### src/rtl/uart_autobaud.sv
// Automatic baud-rate detector: times a 0x55 sync frame on rx_i and derives the
// 11-bit divisor for the 16x oversampling baud generator.
module uart_autobaud #(
   parameter int CNT_W      = 20,
   parameter int TIMEOUT    = 131071,
   parameter int DVSR_RESET = 650
) (
   input  logic        clk_i,
   input  logic        rst_i,
   input  logic        rx_i,
   input  logic        start_i,
   output logic [10:0] dvsr_o,
   output logic        locked_o,
   output logic        busy_o,
   output logic        done_o,
   output logic        err_o
);

   typedef enum logic [2:0] {
      IDLE,
      ARMED,
      MEASURE,
      CALC,
      WAIT_STOP,
      ERR
   } stateT;

   stateT            state_q;
   logic             rxMeta_q, rxSync_q, rxPrev_q;
   logic [CNT_W-1:0] icnt_q, acc_q, i1_q;
   logic [2:0]       k_q;
   logic [10:0]      dvsrNext_q, dvsr_q;
   logic             locked_q, done_q, err_q;

   logic             fe, re, timeout, tooFar, qBad;
   logic [CNT_W-1:0] intv;
   logic [CNT_W:0]   diffA, diffB, diffMag, accRnd, q;

   assign fe      = !rxSync_q &&  rxPrev_q;
   assign re      =  rxSync_q && !rxPrev_q;
   assign timeout = (icnt_q == CNT_W'(TIMEOUT));

   // Interval deviation uses a guard bit so the sign of I - I1 is explicit.
   always_comb begin
      intv    = icnt_q + CNT_W'(1);
      diffA   = {1'b0, intv} - {1'b0, i1_q};
      diffB   = {1'b0, i1_q} - {1'b0, intv};
      diffMag = diffA[CNT_W] ? diffB : diffA;
      tooFar  = diffMag > ({1'b0, i1_q} >> 2);
      accRnd  = {1'b0, acc_q} + (CNT_W+1)'(64);
      q       = accRnd >> 7;
      qBad    = (q < (CNT_W+1)'(2)) || (q > (CNT_W+1)'(2048));
   end

   always_ff @(posedge clk_i or posedge rst_i) begin
      if (rst_i) begin
         state_q    <= IDLE;
         rxMeta_q   <= 1'b1;
         rxSync_q   <= 1'b1;
         rxPrev_q   <= 1'b1;
         icnt_q     <= '0;
         acc_q      <= '0;
         i1_q       <= '0;
         k_q        <= '0;
         dvsrNext_q <= 11'(DVSR_RESET);
         dvsr_q     <= 11'(DVSR_RESET);
         locked_q   <= 1'b0;
         done_q     <= 1'b0;
         err_q      <= 1'b0;
      end else begin
         rxMeta_q <= rx_i;
         rxSync_q <= rxMeta_q;
         rxPrev_q <= rxSync_q;
         done_q   <= 1'b0;
         err_q    <= 1'b0;
         case (state_q)
            IDLE: begin
               if (start_i) state_q <= ARMED;
            end
            ARMED: begin
               if (fe) begin
                  icnt_q  <= '0;
                  acc_q   <= '0;
                  k_q     <= 3'd1;
                  state_q <= MEASURE;
               end
            end
            MEASURE: begin
               icnt_q <= icnt_q + CNT_W'(1);
               // A timeout wins over an edge arriving in the same cycle.
               if (timeout) begin
                  err_q   <= 1'b1;
                  state_q <= ERR;
               end else if (fe) begin
                  icnt_q <= '0;
                  acc_q  <= acc_q + intv;
                  k_q    <= k_q + 3'd1;
                  if (k_q == 3'd1) begin
                     i1_q <= intv;
                  end else if (tooFar) begin
                     err_q   <= 1'b1;
                     state_q <= ERR;
                  end else if (k_q == 3'd4) begin
                     state_q <= CALC;
                  end
               end
            end
            CALC: begin
               if (qBad) begin
                  err_q   <= 1'b1;
                  state_q <= ERR;
               end else begin
                  dvsrNext_q <= q[10:0] - 11'd1;
                  icnt_q     <= '0;
                  state_q    <= WAIT_STOP;
               end
            end
            WAIT_STOP: begin
               icnt_q <= icnt_q + CNT_W'(1);
               if (timeout) begin
                  err_q   <= 1'b1;
                  state_q <= ERR;
               end else if (re) begin
                  dvsr_q   <= dvsrNext_q;
                  locked_q <= 1'b1;
                  done_q   <= 1'b1;
                  state_q  <= IDLE;
               end
            end
            ERR: begin
               state_q <= IDLE;
            end
            default: begin
               state_q <= IDLE;
            end
         endcase
      end
   end

   assign dvsr_o   = dvsr_q;
   assign locked_o = locked_q;
   assign busy_o   = (state_q != IDLE);
   assign done_o   = done_q;
   assign err_o    = err_q;

endmodule

### config.mk
export PLATFORM = sky130hd
export DESIGN_NAME = uart_autobaud
export DESIGN_NICKNAME = d
export VERILOG_FILES = /design/src/rtl/uart_autobaud.sv
export SDC_FILE = /design/constraint.sdc
export NUM_CORES = 1
export LEC_CHECK = 0
export BUFFER_PORTS_ARGS = -buffer_cell sky130_fd_sc_hd__buf_2
export CAP_MARGIN = 10
export CORE_ASPECT_RATIO = 1.75
export CORE_MARGIN = 2
export CORE_UTILIZATION = 40
export CTS_CLUSTER_SIZE = 10
export DETAILED_ROUTE_END_ITERATION = 10
export PLACE_DENSITY = 0.65
export SYNTH_ARGS = -nofsm -noshare
export SYNTH_HDL_FRONTEND = slang
export SYNTH_SLANG_ARGS = --single-unit
### constraint.sdc
create_clock -name clk_i -period 5.42 [get_ports clk_i]
set_input_delay 0.813 -clock clk_i [delete_from_list [all_inputs] [get_ports clk_i]]
set_output_delay 0.813 -clock clk_i [all_outputs]
set_load 0.03 [all_outputs]
Word-level counts from Yosys, hierarchy flattened
Cells that the tools add are included.
{"block": "totals", "register_bits": 94, "in_bits": 4}
{"block": "op_classes", "n_addsub": 7, "order_cmp": 3, "eq_ne": 16, "muxes": 34, "bitwise_logic": 2, "n_reduce_logical": 15}
{"cell": "2-to-1 mux 20 bit", "n": 6}
{"cell": "case mux 20 bit (4 select lines)", "n": 1}
{"cell": "subtractor 20 x 20 -> 21 bit", "n": 2}
{"cell": "case mux 20 bit (2 select lines)", "n": 1}
{"cell": "2-to-1 mux 3 bit", "n": 12}
{"cell": "adder 20 x 7 -> 21 bit (second input constant)", "n": 1}
{"cell": "greater-than comparator 21 x 18 -> 1 bit", "n": 1}
{"cell": "2-to-1 mux 21 bit", "n": 1}
{"cell": "adder 20 x 1 -> 20 bit (second input constant)", "n": 1}
{"cell": "adder 20 bit", "n": 1}
{"cell": "equality test 20 x 17 -> 1 bit (second input constant)", "n": 1}
{"cell": "case mux 3 bit (5 select lines)", "n": 1}
{"cell": "greater-than comparator 14 x 12 -> 1 bit (second input constant)", "n": 1}
{"cell": "less-than comparator 14 x 2 -> 1 bit (second input constant)", "n": 1}
{"cell": "subtractor 11 x 1 -> 11 bit (second input constant)", "n": 1}
{"cell": "2-to-1 mux 1 bit", "n": 10}
{"cell": "inequality test 2 bit (second input constant)", "n": 5}
{"cell": "inequality test 3 bit (second input constant)", "n": 3}
{"cell": "AND reduction 4 bit", "n": 2}
{"cell": "equality test 3 x 1 -> 1 bit (second input constant)", "n": 2}
{"cell": "equality test 3 x 2 -> 1 bit (second input constant)", "n": 2}
{"cell": "equality test 3 bit (second input constant)", "n": 2}
{"cell": "case mux 3 bit (2 select lines)", "n": 1}
{"cell": "AND reduction 3 bit", "n": 2}
{"cell": "other kinds (13)", "n": 16}

Logic depth before layout (Yosys ltp)
Gate-level depths: netlist (run 1).
{"block": "depth", "word_depth": 9, "depth_mapped": 31, "mapped_depth_nobuf": 28}

Worst setup path after synthesis (run 1)
Ideal clock, no wire load.
{"block": "synth_path", "path_kind": "register to register", "startpoint": "reg icnt_q[0]", "endpoint": "reg state_q[2]", "arrival_ns": 5.620, "t_required_ns": 5.294, "slack_ns": -0.326, "path_stages_with_launch": 28, "path_buffers": 3, "cell_sequence": "dfrtp_1 > ha_1 > nand3_1 > nor4_1 > nand4_1 > xor2_1 > inv_1 > ha_1 > clkbuf_1 > nand2_1 > nor2_1 > o2111a_1 > a221o_1 > buf_2 > buf_2 > nor3_1 > a31oi_1 > xor2_1 > ha_1 > a21o_1 > a21o_1 > a21oi_1 > o21ai_0 > a221o_1 > a32o_1 > a211oi_1 > nand3b_1 > nand3_1"}
{"block": "synth_between", "elab_chain_cells": 9, "word_cells_on_any_way": 17, "cone_classes": "add/sub (3); order compare (1); eq/ne (5); mux (7); reduce/logical (1)"}
{"item": "start, declared", "line_no": "30", "text": "logic [CNT_W-1:0] icnt_q, acc_q, i1_q;"}
{"item": "start signal, assigned", "line_no": "89", "text": "icnt_q <= icnt_q + CNT_W'(1);"}
{"item": "start signal, assigned", "line_no": "119", "text": "icnt_q <= icnt_q + CNT_W'(1);"}
{"item": "adder 20 x 1 -> 20 bit *", "line_no": "45", "text": "intv = icnt_q + CNT_W'(1);"}
{"item": "named net intv[14]", "line_no": "36", "text": "logic [CNT_W-1:0] intv;"}
{"item": "subtractor 20 x 20 -> 21 bit, on equally long branches", "line_no": "46, 47"}
{"item": "2-to-1 mux 21 bit *", "line_no": "48", "text": "diffMag = diffA[CNT_W] ? diffB : diffA;"}
{"item": "greater-than comparator 21 x 18 -> 1 bit *", "line_no": "49", "text": "tooFar = diffMag > ({1'b0, i1_q} >> 2);"}
{"item": "2-to-1 mux 3 bit", "line_no": "100", "text": "end else if (tooFar) begin"}
{"item": "2-to-1 mux 3 bit", "line_no": "98", "text": "if (k_q == 3'd1) begin"}
{"item": "2-to-1 mux 3 bit", "line_no": "94", "text": "end else if (fe) begin"}
{"item": "2-to-1 mux 3 bit", "line_no": "91", "text": "if (timeout) begin"}
{"item": "case mux 3 bit (5 select lines)", "line_no": "76", "text": "case (state_q)"}
{"item": "end signal, assigned", "line_no": "78", "text": "if (start_i) state_q <= ARMED;"}
{"item": "end signal, assigned", "line_no": "93", "text": "state_q <= ERR;"}
{"item": "end signal, assigned", "line_no": "102", "text": "state_q <= ERR;"}
{"item": "end, declared", "line_no": "28", "text": "stateT state_q;"}
Mark *: on every way through the listed nets, which the timed path passes. The rest lies on a longest branch. The select of a mux whose other input is x is not followed.
A chain may end at the register's enable or synchronous reset.

Worst setup path in the final report (run 1)
{"block": "layout_path", "startpoint": "reg icnt_q[1]", "endpoint": "reg state_q[2]"}
Same word-level chain as after synthesis.

==> results.ini, run 1 <==
[grt]
grt_pass1_vias = 7694
track_usage_pct = 21.8
grt_pass1_wl_um = 37200
grt_max_degree = 56
overflow = 0
antenna_found_initial = 0

[clock_tree]
clockBufferDepth = 2
h-tree-depth = 3
clk_pin_slew_ns = 0.07
clock-root-buffer = clkbuf_16
clock_sinks = 94
numCtsBuffers = 9
cts_tree = done
clk_latency_ns = 0.35

[floorplan]
rows = 68
die_h_um = 192
initial_core_util_pct = 40.8
pin_count = 19
coreArea_um2 = 19700
die_w_um = 111
die-area_um2 = 21300

[timing]
min_period_ns = 5.39
period_share_pct = 99.5
fin_skew_ns = 0.0100
worst_slack_ns = 0.0291
setup_viol = 0
hold_viol = 0
rsz0062_at_grt = true
drv_slew = 0
worstMarginPinSlew_ns = 0.895
slew_headroom_pct = 40.2
clock.fmax_mhz = 185

[setup_path]
cp-start-kind = flip-flop
cpMaxStageDelayCell = or4_4
reg2reg_depth = 21
end_kind = flip-flop
path_max_fanout = 4
arrival_ns = 5.63
cp.required_ns = 5.66
cp_cell_sequence = and3_4 -> nand3_4 -> or4_4 -> buf_6 -> or3_4 -> xor2_2 -> inv_2 -> ha_4 -> o2111a_1 -> a221o_1 -> mux2_2 -> o21ai_0 -> xor2_1 -> ha_1 -> and4_4 -> nor3b_4 -> a221o_1 -> a32o_2 -> a211oi_4 -> nand3b_1 -> nand3_1
critPathMaxStageDelay_ns = 0.59
cp_common_cell = a221o_1
worstSetupPathType = reg2reg

[placement]
portBuffers = 18
preCtsSetupSlack_ns = -0.188
dp_hpwl_um = 18600
gp_congestion = 0.938

[logic_synthesis]
ys_ff_latch = 94
synth_edf_count = 0
yosysWarnings = 0
synth.distinct_cells = 67
synth_top_area_share_pct = 25.8
async_reset_ff_share_pct = 100
ys.flop_type = dfrtp_1
synth_cells = 977
synth_area_leaders = dfrtp_1 (26%), ha_1 (13%), o21ai_0 (6.1%)
synth_nets = 1067
avgSynthCellArea_um2 = 8.24
yosysTopAreaCell = dfrtp_1
netlist_area_um2 = 8050
yosysSeqAreaShare_pct = 29.4

[final_layout]
areaGrowthSynthToFinish_pct = 22.8
layout-drive-gt1-share_pct = 22.0
utilization_pct = 50.1
diodes = 0
fin_nets = 1189

[run_status]
status = finished, final reports clean

[route]
wl_per_cell_um = 16.9
vias = 7514
wl_um = 22800
firstDrtPassIters = 5
initialDrtViolationCount = 319
antenna_left = 0
vias_per_cell = 5.57
drc_errors = 0

[pwr]
power.leakage_nw = 4.72
clkPwrFrac_pct = 14.0
power_frac_comb_pct = 66.4
p_total_mw = 4.21
p_int_mw = 2.36
powerDensity_nw_per_um2 = 426
p_switching_mw = 1.85
p_seq_share_pct = 19.6
max-vdd-ir-drop_v = 0.000193
switching_share_pct = 43.9

[worst_hold_path]
hold_path_depth = 0
worstHoldPathType = reg2reg

[job]
maxCapViolCount = 0

## final cells by class
| cell class | instances | area (µm²) |
|---|---|---|
| fillers | 1925 | 9850 |
| multi-input cells | 785 | 5590 |
| flip-flops and latches | 94 | 2370 |
| repair buffers | 152 | 1140 |
| well taps | 245 | 307 |
| clock buffers | 11 | 233 |
| inverters | 57 | 216 |
| clock inverters | 5 | 35.0 |
## kinds of logic (layout without fill, tap and decap cells)
logic type | after synthesis | count (layout) | share of synthesized area, %
AND/OR/NAND/NOR | 335 | 335 | 20.2
AO/OA/AOI/OAI | 280 | 280 | 21.9
buffers and inverters | 98 | 225 | 4.91
flip-flops | 94 | 94 | 29.4
adder cells (fa/ha/maj) | 86 | 86 | 13.6
XOR/XNOR | 60 | 60 | 6.62
multiplexers | 24 | 24 | 3.37
## worst paths after layout
check / start / to / slack [ns]
max in group asynchronous: rst_i / i1_q[5] / 3.82
max reg2reg: icnt_q[1] / state_q[2] / 0.03
min: rxMeta_q / rxSync_q / 0.36
min reg2reg: rxMeta_q / rxSync_q / 0.36
min in group asynchronous: rst_i / k_q[0] / 0.48
max: icnt_q[1] / state_q[2] / 0.03
## sequential cells by signal, indices dropped and copies added, names as in the netlist
name,cells
acc_q,20
i1_q,20
icnt_q,20
dvsrNext_q,11
dvsr_o,11
k_q,3
state_q,3
done_o,1
err_o,1
locked_o,1
rxMeta_q,1
rxPrev_q,1
rxSync_q,1
## per-stage QoR
step                area, µm²  cells  TNS, ns  hold WS (ns)
finish                   9890   1349        0         0.356
global route             9890   1349   -0.560         0.364
CTS                      9660   1340        0         0.357
detailed placement       9230   1322   -0.580         0.347
global placement         9230   1322   -0.174         0.346
floorplan                8080    977        0         0.345
## Yosys cell counts (all sizes together) (4+ instances only)
cell type,count
o41ai,8
o21a,7
o21ai,98
nand3,28
xor2,27
dfstp,11
or3,13
a31oi,10
a211oi,12
nand2b,19
nand2,129
and3,11
o311ai,4
ha,83
o211ai,6
a21oi,55
xnor2,33
a21o,27
nor3,16
a22o,4
inv,56
mux2i,9
dfrtp,83
and4,4
buf,20
nor2b,12
o21bai,7
nand4,10
mux2,15
or4,4
clkbuf,21
and2,12
nor2,61
nor4,6
o31ai,20
## per-layer routing
layer | global-route usage [%] | vias to the layer above | share of wire (%) | wire length [µm]
li1 | - | 3720 | - | -
met1 | 20.9 | 3594 | 36 | 8290
met2 | 43.8 | 140 | 56 | 12900
met3 | 2.62 | 60 | 2.1 | 480
met4 | 12.4 | 0 | 5.0 | 1140
met5 | 0 | - | 0 | 0
## power by group through the flow
stage	Clock (mW)	Combinational (mW)	Sequential (mW)
finish	0.588	2.80	0.827
global route	0.628	3.10	0.839
CTS	0.610	2.56	0.827
detailed placement	0	2.49	0.839
global placement	0	2.48	0.837
floorplan	0	1.68	0.823
## critical path, delay by kind of cell (launching register included)
kind / cells / cell delay [ns]
simple gates: 8 / 1.84
buf+inv: 2 / 0.24
fa+ha+maj: 2 / 0.57
flops: 1 / 0.38
mux: 1 / 0.39
xor+xnor: 2 / 0.42
compound gates: 6 / 1.43
## what timing repair did
item	4_1_cts	5_1_grt
buffers inserted	2	8
pin swaps	7	19
hold buffers	0	0
gates cloned	0	1
gates resized for setup	27	28
setup endpoints to repair	4	4
## cells in the final DEF (no fill, tap or decap), types with 23 or more instances in the layout
cell     Yosys  final
nor2_1      60     55
a21o_1      27     27
inv_1       55     52
xor2_1      26     23
o21ai_0     98     95
dfrtp_1     83     83
xnor2_1     33     31
buf_4        1    129
a21oi_1     55     51
nand3_1     27     27
ha_1        83     77
nand2_1    129    127
Note: power is estimated with default switching activity, not from simulation.
==> run 2, diff against run 1 <==
BUFFER_PORTS_ARGS = -buffer_cell sky130_fd_sc_hd__buf_4   (was -buffer_cell sky130_fd_sc_hd__buf_2)
CORE_MARGIN = unset   (was 2)
==> run 2 against run 1 <==
  * Worst hold slack hardly changed
  * Critical endpoint unchanged
  * Count of clock-buffer cells in the layout stayed put
  * Critical path depth is 2 higher
  * Clock skew is 0.0040 ns lower
  * Via count is 0.31% lower
  * Non-clock buffer count is 8 lower
  * Fmax is 0.96% higher
  * Sequential share of layout area hardly changed
  * Largest power group unchanged
  * Register-to-register slack better by 0.05 ns
  * Sequential power hardly changed
  * Combinational power is 6% lower
==> results.ini, run 2 (synthesized netlist as in run 1, its figures left out) <==
[final_layout]
final_common_cell = buf_4
areaGrowthSynthToFinish_pct = 22.9
nFillCells = 1883  ; -2.2%
fin_nets = 1181  ; -0.67%
layout-drive-gt1-share_pct = 22.4  ; +0.34 points
mostFrequentLayoutCells = buf_4 (141), nand2_1 (129), o21ai_0 (94), dfrtp_1 (83), ha_1 (75)
top_regs = acc_q: 20 flops, i1_q: 20 flops, icnt_q: 20 flops
final_area_um2 = 9900  ; +0.10%
diodes = 0  ; unchanged

[floorplan]
die_w_um = 109  ; -1.8%
die_h_um = 190  ; -1.0%
rows = 68  ; unchanged
die-area_um2 = 20700  ; -2.8%
coreArea_um2 = 19700  ; unchanged
initial_core_util_pct = 40.8  ; unchanged
pin_count = 19  ; unchanged

[timing]
min_period_ns = 5.34  ; -0.0511 ns
setup_viol = 0  ; unchanged
rsz0062_at_grt = true
slew_headroom_pct = 41.0  ; +0.81 points
clock.fmax_mhz = 187  ; +0.96%
hold_viol = 0  ; unchanged
setup_tns_ns = 0  ; unchanged
period_share_pct = 98.5  ; -0.94 points
drv_slew = 0  ; unchanged
timing.hold.ws_ns = 0.356  ; -0.000206 ns
fin_skew_ns = 0.00599  ; -0.00401 ns
worstMarginPinSlew_ns = 0.883  ; -0.0122 ns

[setup_path]
cp-start-kind = flip-flop
worstSetupPathType = reg2reg
timing.rr.end = state_q[2]
arrival_ns = 5.58  ; -0.05 ns
cp.required_ns = 5.66  ; about the same
regToRegStartpoint = icnt_q[1]
rrSetupSlack_ns = 0.08  ; +0.05 ns
path_max_fanout = 6  ; +2
reg2reg_depth = 23  ; +9.5%
end_kind = flip-flop

[route]
firstDrtPassIters = 5  ; unchanged
vias = 7491  ; -0.31%
wl_um = 22300  ; -2.0%
antenna_left = 0  ; unchanged
wl_per_cell_um = 16.6  ; -1.4%
drc_errors = 0  ; unchanged
initialDrtViolationCount = 316  ; -0.94%
vias_per_cell = 5.59  ; +0.29%

[grt]
grt_pass1_wl_um = 36000  ; -3.2%
antenna_found_initial = 0  ; unchanged
track_usage_pct = 22.5  ; +0.71 points
grt_pass1_vias = 7496  ; -2.6%
grt_max_degree = 51  ; -8.9%
overflow = 0  ; unchanged

[run_status]
status = finished, final reports clean

[pwr]
p_seq_share_pct = 20.3  ; +0.7 points
max-vdd-ir-drop_v = 0.000252  ; +31%
power.leakage_nw = 4.67  ; -1.0%
power_frac_comb_pct = 64.5  ; -1.9 points
powerDensity_nw_per_um2 = 413  ; -2.9%
p_switching_mw = 1.78  ; -4.0%
switching_share_pct = 43.4  ; -0.56 points
clkPwrFrac_pct = 15.2  ; +1.2 points
p_total_mw = 4.09  ; -2.8%
p_int_mw = 2.32  ; -1.8%

[placement]
placed_cell_area_um2 = 9240  ; about the same
gp_congestion = 0.917  ; -2.2%
portBuffers = 18  ; unchanged
dp_hpwl_um = 18200  ; -2.4%

[clock_tree]
clockBufferDepth = 2  ; unchanged
clock-root-buffer = clkbuf_16
clk_pin_slew_ns = 0.07  ; about the same
clock_sinks = 94  ; unchanged
clk_latency_ns = 0.36  ; about the same
h-tree-depth = 3  ; unchanged
numCtsBuffers = 9  ; unchanged
cts_tree = done

[job]
maxCapViolCount = 0  ; unchanged

[worst_hold_path]
worstHoldStart = rxMeta_q
worstHoldPathType = reg2reg
holdPathEnd = rxSync_q
hold_path_depth = 0  ; unchanged

-- run 2: cell count changes in the layout (fill, tap and decap cells not counted), moves of 3 or more --
cell / delta
nor2_2: +3
buf_2: -18
xnor2_2: +5
xnor2_1: -4
buf_4: +12
-- run 2: worst max-delay path by stage --
stage,startpoint,endpoint,cells past startpoint,slack (ns)
finish,icnt_q[1],state_q[2],23,0.08
global route,icnt_q[1],state_q[2],24,-0.14
CTS,icnt_q[0],state_q[2],28,0.008
detailed placement,icnt_q[0],state_q[2],24,-0.19
global placement,icnt_q[0],state_q[2],27,-0.09
floorplan,icnt_q[0],state_q[2],27,0.01
-- run 2: worst max-delay path, stage by stage, from the launching register on --
cell and delay (ns):
dfrtp_1 0.41, and3_4 0.22, nand3_4 0.08, or4_4 0.47, buf_6 0.16, or3_4 0.39
xor2_2 0.18, inv_2 0.08, ha_4 0.22, o2111a_1 0.11, a221o_2 0.44, buf_12 0.17
mux2i_4 0.18, xnor2_1 0.15, ha_1 0.29, a21o_1 0.17, a21o_1 0.16, a21oi_1 0.16
o21ai_1 0.09, a221o_1 0.35, a32o_2 0.26, a211oi_4 0.22, nand3b_1 0.15, nand3_1 0.07
-- run 2: layer usage --
layer / part of all wire, % / track usage [%] / up-vias
li1: - / - / 3713
met1: 37 / 22.0 / 3530
met2: 54 / 42.7 / 164
met3: 2.6 / 3.22 / 84
met4: 6.8 / 14.1 / 0
met5: 0 / 0 / -
-- run 2: timing repair --
action | in CTS | in global routing
endpoints found under the hold margin | 0 | 0
setup buffers | 2 | 5
pin swaps | 6 | 17
gates cloned | 0 | 1
setup endpoints to repair | 4 | 4
hold buffers | 0 | 0
gates resized for setup | 23 | 34
-- run 2: through the flow --
stage	utilization, %	setup slack [ns]	cells
2_1_floorplan	-	0.0143	977
3_3_place_gp	46.8	-0.0889	1317
3_5_place_dp	46.8	-0.185	1317
4_1_cts	48.9	0.00781	1335
5_1_grt	50.2	-0.142	1341
6_report	50.2	0.0802	1341
-- run 2: area by class of cell --
class | instances | area, µm² | area share (%)
sequential | 94 | 2370 | 23.9
multi-input combinational | 785 | 5610 | 56.7
clock buffer | 11 | 253 | 2.55
timing repair buffer | 144 | 1110 | 11.3
tap | 245 | 307 | 3.10
clock inverter | 5 | 33.8 | 0.341
inverter | 57 | 216 | 2.19
-- run 2: power groups by stage --
stage | logic, mW | clock network (mW) | registers (mW)
floorplan | 1.68 | 0 | 0.823
global placement | 2.47 | 0 | 0.836
detailed placement | 2.48 | 0 | 0.840
CTS | 2.56 | 0.640 | 0.826
global route | 2.93 | 0.669 | 0.841
finish | 2.64 | 0.622 | 0.830
==> run 3, diff against run 2 <==
ABC_AREA = 1   (was unset)
PLACE_DENSITY = 0.63   (was 0.65)
clock period = 6.3 ns   (was 5.42 ns; I/O delays follow)
==> run 3 against run 2 <==
  * Synthesized cell count increased by 23%
  * Die area is 2.7% higher
  * Global-route usage rose by 1.9 points
  * Critical endpoint unchanged
  * Count of clock-buffer cells in the layout fell by 2
  * Largest power group unchanged
  * Fmax shrank 7.1%
  * Sequential share of layout area is 2.5 points higher
  * Worst setup slack improved by 0.47 ns
  * Power decreased by 5.7%
  * Final cell count up 9.8%
  * Critical path type unchanged
  * Non-clock buffer count fell by 121
==> results.ini, run 3 <==
[timing]
setup_viol = 0  ; unchanged
rsz0062_at_grt = false
timing.hold.ws_ns = 0.359  ; +0.00284 ns
worst_slack_ns = 0.554  ; +0.474 ns
setup_tns_ns = 0  ; unchanged
slew_headroom_pct = 33.3  ; -7.7 points
hold_viol = 0  ; unchanged
worstMarginPinSlew_ns = 0.988  ; +0.105 ns
period_share_pct = 91.2  ; -7.3 points
fin_skew_ns = 0.00771  ; +0.00171 ns
min_period_ns = 5.75  ; +0.406 ns
drv_slew = 0  ; unchanged
clock.fmax_mhz = 174  ; -7.1%

[grt]
track_usage_pct = 24.4  ; +1.9 points
grt_pass1_vias = 8044  ; +7.3%
overflow = 0  ; unchanged
grt_max_degree = 57  ; +12%
met2_usage_pct = 48.8  ; +6.1 points
met1_usage_pct = 23.7  ; +1.7 points
use_met3_pct = 1.85  ; -1.4 points
grt_busiest_layer = met2
grt_pass1_wl_um = 40300  ; +12%
antenna_found_initial = 0  ; unchanged

[floorplan]
pin_count = 19  ; unchanged
die-area_um2 = 21300  ; +2.7%
coreArea_um2 = 20300  ; +2.8%
rows = 69  ; +1.5%
die_w_um = 111  ; +1.3%
initial_core_util_pct = 40.8  ; about the same
die_h_um = 192  ; +1.3%

[final_layout]
top_regs = acc_q: 20 flops, i1_q: 20 flops, icnt_q: 20 flops
areaGrowthSynthToFinish_pct = 8.42
final_area_um2 = 8970  ; -9.4%
fin_nets = 1310  ; +11%
diodes = 0  ; unchanged
mostFrequentLayoutCells = nand2_1 (352), inv_1 (171), o21ai_0 (84), ha_1 (83), dfrtp_1 (83)
layout-drive-gt1-share_pct = 6.86  ; -15 points
final_common_cell = nand2_1
fin_cells = 1473  ; +9.8%
utilization_pct = 44.2  ; -5.9 points

[clock_tree]
clock-root-buffer = clkbuf_16
clockBufferDepth = 2  ; unchanged
clk_pin_slew_ns = 0.07  ; about the same
clk_latency_ns = 0.35  ; about the same
h-tree-depth = 3  ; unchanged
numCtsBuffers = 9  ; unchanged
cts_tree = done
cts.hold.buffers_added = 0  ; unchanged
clock_sinks = 94  ; unchanged

[logic_synthesis]
yosysSeqAreaShare_pct = 28.6  ; -0.78 points
yosys-top-cells-count = nand2_1 (352), inv_1 (172), o21ai_0 (85)
netlist_area_um2 = 8270  ; +2.7%
async_reset_ff_share_pct = 100  ; unchanged
synth.distinct_cells = 46  ; -31%
synth_area_leaders = dfrtp_1 (25%), nand2_1 (16%), ha_1 (13%)
synth_edf_count = 0  ; unchanged
synth_top_area_share_pct = 25.1  ; -0.69 points
yosysTopAreaCell = dfrtp_1
ys_ff_latch = 94  ; unchanged
synth_cells = 1204  ; +23%
yosysWarnings = 0  ; unchanged
avgSynthCellArea_um2 = 6.87  ; -17%
ys.flop_type = dfrtp_1
yosysMostFrequentCell = nand2_1
synth_nets = 1294  ; +21%

[worst_hold_path]
worstHoldPathType = reg2reg

[route]
firstDrtPassIters = 5  ; unchanged
vias_per_cell = 5.27  ; -5.7%
drc_errors = 0  ; unchanged
wl_um = 24800  ; +11%
vias = 7758  ; +3.6%
initialDrtViolationCount = 392  ; +24%
antenna_left = 0  ; unchanged
wl_per_cell_um = 16.8  ; +1.0%

[pwr]
p_total_mw = 3.86  ; -5.7%
max-vdd-ir-drop_v = 0.000233  ; -7.5%
power.leakage_nw = 4.59  ; -1.9%
powerDensity_nw_per_um2 = 430  ; +4.0%

[placement]
placed_cell_area_um2 = 8660  ; -6.3%
dp_cells = 1457  ; +11%
dp_hpwl_um = 20300  ; +12%
portBuffers = 18  ; unchanged
preCtsSetupSlack_ns = 0.483  ; +0.668 ns
gp_congestion = 0.964  ; +5.1%

[setup_path]
cp_common_cell = nand2_1
arrival_ns = 6.04  ; +0.46 ns
critPathMaxStageDelay_ns = 0.46  ; about the same
cp.required_ns = 6.59  ; +0.93 ns
cpMaxStageDelayCell = dfrtp_1
cp-start-kind = flip-flop
end_kind = flip-flop
path_max_fanout = 30  ; +24
worstSetupPathType = reg2reg

[job]
maxCapViolCount = 0  ; unchanged

[run_status]
status = finished, final reports clean

## run 3: power breakdown
group	switching, mW	internal, mW
Sequential	0.0408	0.649
Combinational	1.63	0.970
Clock	0.256	0.313
## run 3: what timing repair did
| item | 4_1_cts | 5_1_grt |
|---|---|---|
| hold endpoints to repair | 0 | 0 |
| setup endpoints to repair | 0 | 4 |
| gates resized for setup | 0 | 2 |
| buffers inserted | 0 | 0 |
## run 3: final cells by class
cell class | instances | area, µm²
fill | 2080 | 11300
clock inverter | 7 | 81.3
multi-input combinational | 915 | 5150
tap | 248 | 310
inverter | 177 | 667
timing repair buffer | 23 | 173
clock buffer | 9 | 225
sequential | 94 | 2370
## run 3: worst paths after layout
path | from | endpoint | slack (ns) | depth (start not counted)
min in group asynchronous | rst_i | state_q[2] | 0.62 | 2
min reg2reg | rxMeta_q | rxSync_q | 0.36 | 0
max reg2reg | icnt_q[0] | state_q[2] | 0.55 | 35
max in group asynchronous | rst_i | acc_q[5] | 4.51 | 3
max | icnt_q[0] | state_q[2] | 0.55 | 35
min | rxMeta_q | rxSync_q | 0.36 | 0
## run 3: cell families after synthesis
logic type                 synth area share (%)
xor gates and xnor gates                   5.35
and+or+nand+nor                            28.6
muxes                                     0.121
DFF                                        28.6
buffers and inverters                      9.27
AOI/OAI and AO/OA                          14.8
adders and majority gates                  13.3
## run 3: worst max-delay path, delay by kind of cell, from the launching register on
| kind | cells | cell delay, ns |
|---|---|---|
| AO/OA/AOI/OAI | 1 | 0.24 |
| XOR/XNOR | 2 | 0.46 |
| adder cells (fa/ha/maj) | 3 | 0.96 |
| buffers and inverters | 4 | 0.47 |
| flip-flops | 1 | 0.46 |
| AND/OR/NAND/NOR | 25 | 3.08 |
## run 3: layer usage
| layer | share of wire, % | wire (µm) | up-vias |
|---|---|---|---|
| met5 | 0 | 0 | - |
| met3 | 1.7 | 413 | 78 |
| li1 | - | - | 3947 |
| met2 | 56 | 13800 | 135 |
| met4 | 6.1 | 1510 | 0 |
| met1 | 37 | 9060 | 3598 |
